<file path="config.mk">
export PLATFORM = sky130hd
export DESIGN_NAME = reg_file_sb
export DESIGN_NICKNAME = d
export VERILOG_FILES = /design/src/rtl/reg_file_sb_pkg.sv /design/src/rtl/reg_scoreboard.sv /design/src/rtl/reg_file_sb.sv
export SDC_FILE = /design/constraint.sdc
export NUM_CORES = 2
export LEC_CHECK = 0
export BUFFER_PORTS_ARGS = -buffer_cell sky130_fd_sc_hd__buf_4
export CORE_ASPECT_RATIO = 1.2
export CORE_UTILIZATION = 50
export DETAILED_ROUTE_END_ITERATION = 10
export GPL_TIMING_DRIVEN = 1
export PLACE_DENSITY_LB_ADDON = 0.08
export SYNTH_ARGS = -nofsm -noshare
export SYNTH_HDL_FRONTEND = slang
export SYNTH_SLANG_ARGS = --single-unit
</file>
<file path="constraint.sdc">
create_clock -name clk -period 2.8 [get_ports clk]
set_clock_uncertainty 0.2 [all_clocks]
set_input_delay 0.28 -clock clk [delete_from_list [all_inputs] [get_ports clk]]
set_output_delay 0.28 -clock clk [all_outputs]
set_load 0.01 [all_outputs]
</file>
<file path="src/rtl/reg_file_sb_pkg.sv">
// reg_file_sb_pkg
// Shared definitions for the register file with load scoreboard:
//   XLEN_DEF / NREG_DEF : default data width and register count
//   ZERO_REG            : index of the hardwired-zero register
//   calc_aw()           : address width for a given register count
// Optional feature macro used by the design: REGFILE_BYPASS_EN.
package reg_file_sb_pkg;

  localparam int XLEN_DEF = 32;
  localparam int NREG_DEF = 32;
  localparam int ZERO_REG = 0;

  // Register count is a power of two (>= 2), so clog2 is exact.
  function automatic int calc_aw(input int nreg);
    return $clog2(nreg);
  endfunction

endpackage

</file>
<file path="src/rtl/reg_scoreboard.sv">
// reg_scoreboard
// One busy bit per register, tracking loads whose data has not returned.
// Ports:
//   clk, reset          : clock, asynchronous active-low reset
//   set_en / set_addr   : mark a register busy (issued load destination)
//   clr_en / clr_addr   : clear a register's busy bit (load writeback)
//   rd_addr (NRD*AW)    : lookup addresses, port i at [i*AW +: AW]
//   rd_busy (NRD)       : registered busy bit of each looked-up register
module reg_scoreboard
  import reg_file_sb_pkg::*;
#(
  parameter int NREG = NREG_DEF,
  parameter int NRD  = 2,
  localparam int AW  = calc_aw(NREG)
) (
  input  logic              clk,
  input  logic              reset,
  input  logic              set_en,
  input  logic [AW-1:0]     set_addr,
  input  logic              clr_en,
  input  logic [AW-1:0]     clr_addr,
  input  logic [NRD*AW-1:0] rd_addr,
  output logic [NRD-1:0]    rd_busy
);

  logic [NREG-1:0] busy_q;
  logic [NREG-1:0] busy_d;

  // Clear is applied before set so a load issued to the same register
  // that is being written back this cycle stays pending. Register 0
  // can never be pending.
  always_comb begin
    busy_d = busy_q;
    for (int r = 1; r < NREG; r++) begin
      if (clr_en && (clr_addr == AW'(r)))
        busy_d[r] = 1'b0;
      if (set_en && (set_addr == AW'(r)))
        busy_d[r] = 1'b1;
    end
    busy_d[ZERO_REG] = 1'b0;
  end

  always_ff @(posedge clk or negedge reset) begin
    if (!reset)
      busy_q <= '0;
    else
      busy_q <= busy_d;
  end

  always_comb begin
    rd_busy = '0;
    for (int i = 0; i < NRD; i++)
      rd_busy[i] = busy_q[rd_addr[i*AW +: AW]];
  end

endmodule

</file>
<file path="src/rtl/reg_file_sb.sv">
// reg_file_sb
// Multi-read-port register file with an ALU writeback port, a memory
// (load) writeback port and a load scoreboard driving a stall signal.
// Ports:
//   clk, reset                   : clock, asynchronous active-low reset
//   rd_addr (NRD*AW)             : read addresses, port i at [i*AW +: AW]
//   rd_data (NRD*XLEN)           : read data, port i at [i*XLEN +: XLEN]
//   rd_busy (NRD)                : read source has an outstanding load
//   wa_en / wa_addr / wa_data    : ALU writeback
//   wm_en / wm_addr / wm_data    : memory writeback, also clears busy
//   sb_set_en / sb_set_addr      : mark an issued load's destination busy
//   stall                        : OR of rd_busy
//   wr_conflict                  : one-cycle pulse after both writeback
//                                  ports hit the same nonzero register
// Macro REGFILE_BYPASS_EN: forward same-cycle writeback data and load
// completion to the read ports. Undefined: reads see stored state only.
module reg_file_sb
  import reg_file_sb_pkg::*;
#(
  parameter int XLEN = XLEN_DEF,
  parameter int NREG = NREG_DEF,
  parameter int NRD  = 2,
  localparam int AW  = calc_aw(NREG)
) (
  input  logic                clk,
  input  logic                reset,
  input  logic [NRD*AW-1:0]   rd_addr,
  output logic [NRD*XLEN-1:0] rd_data,
  output logic [NRD-1:0]      rd_busy,
  input  logic                wa_en,
  input  logic [AW-1:0]       wa_addr,
  input  logic [XLEN-1:0]     wa_data,
  input  logic                wm_en,
  input  logic [AW-1:0]       wm_addr,
  input  logic [XLEN-1:0]     wm_data,
  input  logic                sb_set_en,
  input  logic [AW-1:0]       sb_set_addr,
  output logic                stall,
  output logic                wr_conflict
);

  localparam logic [AW-1:0] ZERO_ADDR = AW'(ZERO_REG);

  logic [XLEN-1:0] regs [NREG];
  logic [NRD-1:0]  sb_busy;

  logic wa_write;
  logic wm_write;

  assign wa_write = wa_en && (wa_addr != ZERO_ADDR);
  assign wm_write = wm_en && (wm_addr != ZERO_ADDR);

  // The wm write is issued after the wa write so that, on a same-address
  // collision, the load data is what lands in the array.
  always_ff @(posedge clk or negedge reset) begin
    if (!reset) begin
      for (int r = 0; r < NREG; r++)
        regs[r] <= '0;
    end else begin
      if (wa_write)
        regs[wa_addr] <= wa_data;
      if (wm_write)
        regs[wm_addr] <= wm_data;
    end
  end

  always_ff @(posedge clk or negedge reset) begin
    if (!reset)
      wr_conflict <= 1'b0;
    else
      wr_conflict <= wa_write && wm_write && (wa_addr == wm_addr);
  end

  reg_scoreboard #(
    .NREG (NREG),
    .NRD  (NRD)
  ) u_scoreboard (
    .clk      (clk),
    .reset    (reset),
    .set_en   (sb_set_en),
    .set_addr (sb_set_addr),
    .clr_en   (wm_en),
    .clr_addr (wm_addr),
    .rd_addr  (rd_addr),
    .rd_busy  (sb_busy)
  );

  for (genvar i = 0; i < NRD; i++) begin : g_rd
    logic [AW-1:0]   ra;
    logic [XLEN-1:0] data;
    logic            busy;

    assign ra = rd_addr[i*AW +: AW];

    // Outputs are forced to zero while reset is held so that a forwarded
    // write cannot leak out during reset.
    always_comb begin
      data = regs[ra];
      busy = sb_busy[i];
`ifdef REGFILE_BYPASS_EN
      if (ra != ZERO_ADDR) begin
        if (wm_en && (wm_addr == ra)) begin
          data = wm_data;
          if (!(sb_set_en && (sb_set_addr == ra)))
            busy = 1'b0;
        end else if (wa_en && (wa_addr == ra)) begin
          data = wa_data;
        end
      end
`endif
      if (!reset) begin
        data = '0;
        busy = 1'b0;
      end
    end

    assign rd_data[i*XLEN +: XLEN] = data;
    assign rd_busy[i]              = busy;
  end

  assign stall = |rd_busy;

endmodule

</file>
# Word-level counts from Yosys, hierarchy flattened

Index checks and enable logic that the tools add are counted.

Eq/ne operators: 63
Reductions and logical operators: 102
Divide/modulo/power cells: 0
$mul: 0
$lt $le $gt $ge: 8
$add $sub $neg: 0
Mux-type cells: 84
Bitwise operators: 4
Shifts and indexed selects: 0

Operators by type and width:

| kind                                                      | count |
|---|---|
| bitwise mux 1024 bit                                      | 2 |
| two-way mux 1024 bit                                      | 2 |
| binary-select mux 32 bit (select 5 bit)                   | 2 |
| demux 32 bit (select 5 bit)                               | 2 |
| two-way mux 32 bit                                        | 8 |
| equality test 5 bit (second input constant)               | 32 |
| equality test 5 x 4 -> 1 bit (second input constant)      | 16 |
| logical AND 1 bit                                         | 68 |
| two-way mux 1 bit                                         | 66 |
| nonzero test 2 bit                                        | 31 |
| equality test 5 x 3 -> 1 bit (second input constant)      | 8 |
| greater-or-equal comparator 6 bit (second input constant) | 4 |
| inverter 5 -> 6 bit                                       | 4 |
| equality test 5 x 2 -> 1 bit (second input constant)      | 4 |
| < comparator 5 x 6 -> 1 bit (second input constant)       | 2 |
| < comparator 6 x 1 -> 1 bit (second input constant)       | 2 |
| binary-select mux 1 bit (select 5 bit)                    | 2 |
| equality test 5 x 1 -> 1 bit (second input constant)      | 2 |
| nonzero test 5 bit                                        | 2 |
| equality test 5 bit                                       | 1 |
| OR reduction 2 bit                                        | 1 |

Latch bits: 0
Memory bits (read-only): 0
Bits in registers: 1056
Logic and storage cells: 325
Memories: 0
Memory bits (writable): 0
Output and inout port bits: 68

# Logic depth before layout (Yosys ltp)

Depth in word-level cells: 9
Mapped depth: 8
Gate-level depth less buffers: 5

# By module

A second synthesis with hierarchy kept.

Cells, all modules: 6119
Area, all modules: 65390.2 µm²

By module, submodules not included:

| module         | instances | seq. area each (µm²) | area each (µm²) | cells an instance |
|---|---|---|---|---|
| reg_file_sb    | 1         | 25649.6              | 63528.4         | 5922 |
| reg_scoreboard | 1         | 775.7                | 1861.8          | 197 |

# Worst setup path after synthesis

Ideal clock, no wire load.

Kind: input to output
Start: input rd_addr[6]
End: output rd_data[42]
Required time: 2.320 ns
Stages on the path: 7
Data arrival time: 2.254 ns
Setup slack: 0.066 ns
Path buffers: 4
Cells stage by stage: buf_2 > buf_6 > clkbuf_1 > buf_1 > mux4_2 > mux4_2 > a22o_1

Word-level cells in the longest chain between the ends: 5

RTL lines:

| item                                                   | line               | source |
|---|---|---|
| start, declared                                        | reg_file_sb.sv:27  | `input logic [NRD*AW-1:0] rd_addr,` |
| inverter 5 -> 6 bit (implied by the code)              | reg_file_sb.sv:98  | `data = regs[ra];` |
| binary-select mux 32 bit (select 5 bit)                | reg_file_sb.sv:98  |  |
| two-way mux 32 bit (implied by the code) (2 in series) | reg_file_sb.sv:98  |  |
| two-way mux 32 bit                                     | reg_file_sb.sv:111 | `if (!reset) begin` |
| end, declared                                          | reg_file_sb.sv:28  | `output logic [NRD*XLEN-1:0] rd_data,` |

Every way passes these cells. The select of a mux whose other input is x is not followed.

# Final worst setup path

Start: register u_scoreboard.busy_q[23]
End: output stall

Word-level cells in the longest chain between the ends: 4

RTL lines:

| item                                    | line                 | source |
|---|---|---|
| start, declared                         | reg_scoreboard.sv:26 | `logic [NREG-1:0] busy_q;` |
| start signal, assigned                  | reg_scoreboard.sv:47 | `busy_q <= busy_d;` |
| binary-select mux 1 bit (select 5 bit)  | reg_scoreboard.sv:53 | `rd_busy[i] = busy_q[rd_addr[i*AW +: AW]];` |
| two-way mux 1 bit (implied by the code) | reg_scoreboard.sv:53 |  |
| two-way mux 1 bit                       | reg_file_sb.sv:111   |  |
| OR reduction 2 bit *                    | reg_file_sb.sv:121   | `assign stall = \|rd_busy;` |
| end, declared                           | reg_file_sb.sv:38    | `output logic stall,` |

Every way passes the cells marked *; elsewhere a longest branch is shown, timed or not. The select of a mux whose other input is x is not followed.

==> run summary <==
The first-pass GRT wire length came out at 371 mm. On the final layout, the worst hold slack is 0.0738 ns. The synthesized netlist occupies a cell area of 64500 um2.

The number of routed nets with antenna violations came out at 0. Ranked by total cell area, the synthesized netlist is headed by dfrtp_1, mux4_2, mux2i_1. The clock transition time at the flip-flop clock pins of the worst setup and hold paths came out at 0.06 ns.

The mean area per synthesized cell is 11.2 um2. The share of synthesized area in the top cell type comes to 0.410. The DRC violation count after routing is 0.

The number of antenna violations at the first check in global routing came out at 11. The number of violations reported at the end of detailed-routing iteration 0 is 6816. The number of different library cells used by synthesis comes to 45. The least setup slack across all paths after layout is -0.407 ns. The startpoint identified for the worst register-to-register timing path is regs[365]$_DFF_PN0_.

The placeable core area came out at 128000 um2. The floorplan step set the die height to 395 um. The number of H-tree levels came out at 3. Of the synthesized area, sequential elements account for 0.410. The critical path goes through mux4_2 -> mux4_2 -> a22o_1 -> or2_1 -> buf_6. The root buffer cell chosen for the clock tree is clkbuf_16.

The number of buffer and inverter stages on the critical path came out at 1. The worst hold path terminates at regs[463]$_DFF_PN0_. Entering global routing, the biggest net connects 132 pins.

The slowest stage of the critical path is the mux4_2 cell. Ranked by instance count, the synthesized netlist is headed by dfrtp_1, mux2i_1, nor2_1, a21oi_1, mux4_2. The max-slew violation count came out at 0. The worst setup path is captured at a primary output.

The path length in cells of the critical path is 5. The count of warnings emitted by yosys came out at 0. The leakage power figure came out at 31.6 nW. The total power after layout is 0.0534 W. Across the run, the number of max-cap violations was 0. The number of primary I/O pins is 162. The highest attainable clock frequency is 312 MHz.

The most used flip-flop cell after synthesis is dfrtp_1. In this run the critical register-to-register path is captured at regs[365]$_DFF_PN0_. At the worst endpoint, the required time is 2.32 ns.

Among cell families on the critical path, the largest total delay comes from multiplexers. In this run the worst hold path is classified as primary input to flip-flop. The horizontal extent of the die is 330 um. The sum of overflow across all layers after global routing is 0. For the worst-skew pair, the clock arrives at the later sink with an insertion delay of 0.74 ns.

The routed via count divided by cell count came out at 6.87. The sequential standard cell area is 26400 um2. The area of the multi-input gates is 35700 um2. The final HPWL from detailed placement is 157 mm.

The overall die area came out at 130000 um2. The checks that failed: negative setup slack. The count of flip-flops with a built-in enable after synthesis is 0. The run finished, with violations left. Once layout is complete, the utilization of the core stands at 0.591. Row generation in the floorplan step produced 144 rows. The final count of negative-setup-slack endpoints is 67. The tightest slew margin relative to the limit is 0.417. For this design the ratio of total power to cell area is 705 nW/um2. The area growth from synthesis to layout came out at 17.4%. The most common cell in the netlist is dfrtp_1. The hold-critical path depth is 4. TritonCTS built the clock tree. The number of endpoints with negative hold slack in the final report came out at 0.

The slack of the worst reg-to-reg path is 1.18 ns. The share of synthesized flip-flops with an asynchronous set or reset came out at 1.00. The number of nets handed over by synthesis was 5832. Subtracting the final worst setup slack from the clock period gives 3.21 ns.

The number of buffers inserted by port buffering is 161. The total via count in the routed design is 51700. The startpoint of the most critical hold path is wa_en. Setup repair after global routing could not meet its margin everywhere. The global-route usage over all layers is 0.400. The layout has 10500 filler cells. The total clock buffers created by CTS is 116. The via count of the first global-routing pass was 49700. By startpoint and endpoint, the worst setup path is classified as flip-flop to primary output. The worst voltage drop across the vdd grid came out at 0.569 mV. The detailed-route wire length came out at 259 mm. The largest total area in the synthesized netlist belongs to dfrtp_1. The most common cell type on the critical path is mux4_2. The share of post-route cells with drive strength above 1 is 0.250. The number of clock sinks is 1056. For the pin with the worst max-slew slack, the measured transition is 0.875 ns.

Of the available clock period, the critical path in the final layout requires 1.15. The initial utilization of the core area, before any placement, comes to 0.503. The maximum fanout count along the critical path came out at 3. Counting flops and latches in the post-synthesis netlist gives 1056. Synthesis produced a netlist whose cell count is 5738.

For the worst flop-to-flop path, the logic depth is 4. The number of nets in the final layout is 5847. The detailed-route wire length per cell came out at 34.4 um.

The final RePlAce weighted congestion came out at 0.908. The delay contributed by the slowest stage of the critical path is 0.48 ns. For the worst setup path, the data arrival time is 2.73 ns. The kind of start point of the critical path is a flip-flop. The first detailed-routing pass ran for 6 iterations.

The longest clock path from root to sink contains 3 buffers.
-- cell families after synthesis --
family,synth area share
AOI/OAI and AO/OA,0.106
xor gates and xnor gates,0.000543
buffers and inverters,0.0471
DFF,0.410
muxes,0.365
and+or+nand+nor,0.0711
-- flip-flops by register name, indices dropped and copies added, names as in the netlist --
name / count
regs: 1024
wr_conflict: 1
u_scoreboard.busy_q: 31
-- per-layer routing --
| layer | part of all wire | vias up | GRT usage |
|---|---|---|---|
| li1 | - | 21200 | - |
| met1 | 0.39 | 26600 | 0.560 |
| met2 | 0.44 | 3193 | 0.584 |
| met3 | 0.11 | 636 | 0.109 |
| met4 | 0.047 | 12 | 0.174 |
| met5 | 0.00029 | - | 0 |
-- through the flow --
stage / cell area [um2] / setup WS (ns) / std cells / setup TNS, ns
after CTS: 75500 / -0.428 / 7505 / -15.33
after floorplan: 64500 / 0.0661 / 5738 / 0
after global placement: 69800 / -0.109 / 7167 / -1.17
after detailed placement: 69800 / -0.132 / 7167 / -1.40
final: 75700 / -0.407 / 7534 / -13.68
after global routing: 75700 / -0.433 / 7524 / -15.55
-- layout make-up --
cell class | count | area share
clock inverters | 36 | 0.00658
inverters | 14 | 0.000826
flip-flops and latches | 1056 | 0.349
multi-input cells | 3926 | 0.472
repair buffers | 639 | 0.0976
diodes | 10 | 0.000331
clock buffers | 174 | 0.0463
well taps | 1679 | 0.0277
-- layout by cell type (no fill, tap or decap), types with 8 or more instances in the layout --
master / synthesis / routed
nor2_1: 826 / 809
clkbuf_8: 0 / 32
a22o_1: 74 / 53
clkinv_2: 0 / 18
buf_6: 1 / 67
diode_2: 0 / 10
a2bb2oi_1: 28 / 28
a22o_4: 0 / 21
buf_12: 0 / 161
nor2_4: 0 / 17
inv_1: 13 / 12
a21oi_1: 799 / 799
clkbuf_1: 526 / 23
nand2_1: 272 / 247
buf_4: 5 / 290
clkbuf_16: 0 / 119
dfrtp_1: 1056 / 1056
a32oi_1: 89 / 89
bufinv_16: 0 / 12
dlygate4sd3_1: 0 / 116
nor2b_1: 14 / 11
mux2i_1: 875 / 875
o21ai_0: 213 / 213
mux4_2: 656 / 656
nand2_4: 0 / 23
nand3_4: 0 / 8
-- worst reg2reg max path, stage by stage, from the launching register on --
cell and delay [ns]:
dfrtp_1 0.40, buf_4 0.14, mux2i_1 0.11, o21ai_0 0.08
dlygate4sd3_1 0.57
-- worst max-delay path by stage --
stage	startpoint	endpoint	slack, ns
final	u_scoreboard.busy_q[23]$_DFFE_PN0P_	stall	-0.41
after floorplan	rd_addr[6]	rd_data[42]	0.07
after global placement	rd_addr[1]	rd_data[12]	-0.11
after CTS	u_scoreboard.busy_q[23]$_DFFE_PN0P_	stall	-0.43
after global routing	u_scoreboard.busy_q[23]$_DFFE_PN0P_	stall	-0.43
after detailed placement	rd_addr[1]	rd_data[12]	-0.13
-- power breakdown --
part           internal [W]  total, W  leakage, nW  switching [W]
combinational       0.00848    0.0143         16.9        0.00580
clock               0.00967    0.0165         1.97        0.00680
sequential           0.0193    0.0226         12.7        0.00333
-- repair_timing --
item / in CTS / in global routing
gates cloned: 0 / 0
hold endpoints to repair: 1447 / 0
setup buffers: 11 / 19
hold buffers: 117 / 0
pin swaps: 53 / 7
endpoints found under the setup margin: 67 / 67
gates resized for setup: 96 / 0
No activity file was read; power rests on OpenSTA's default activity.
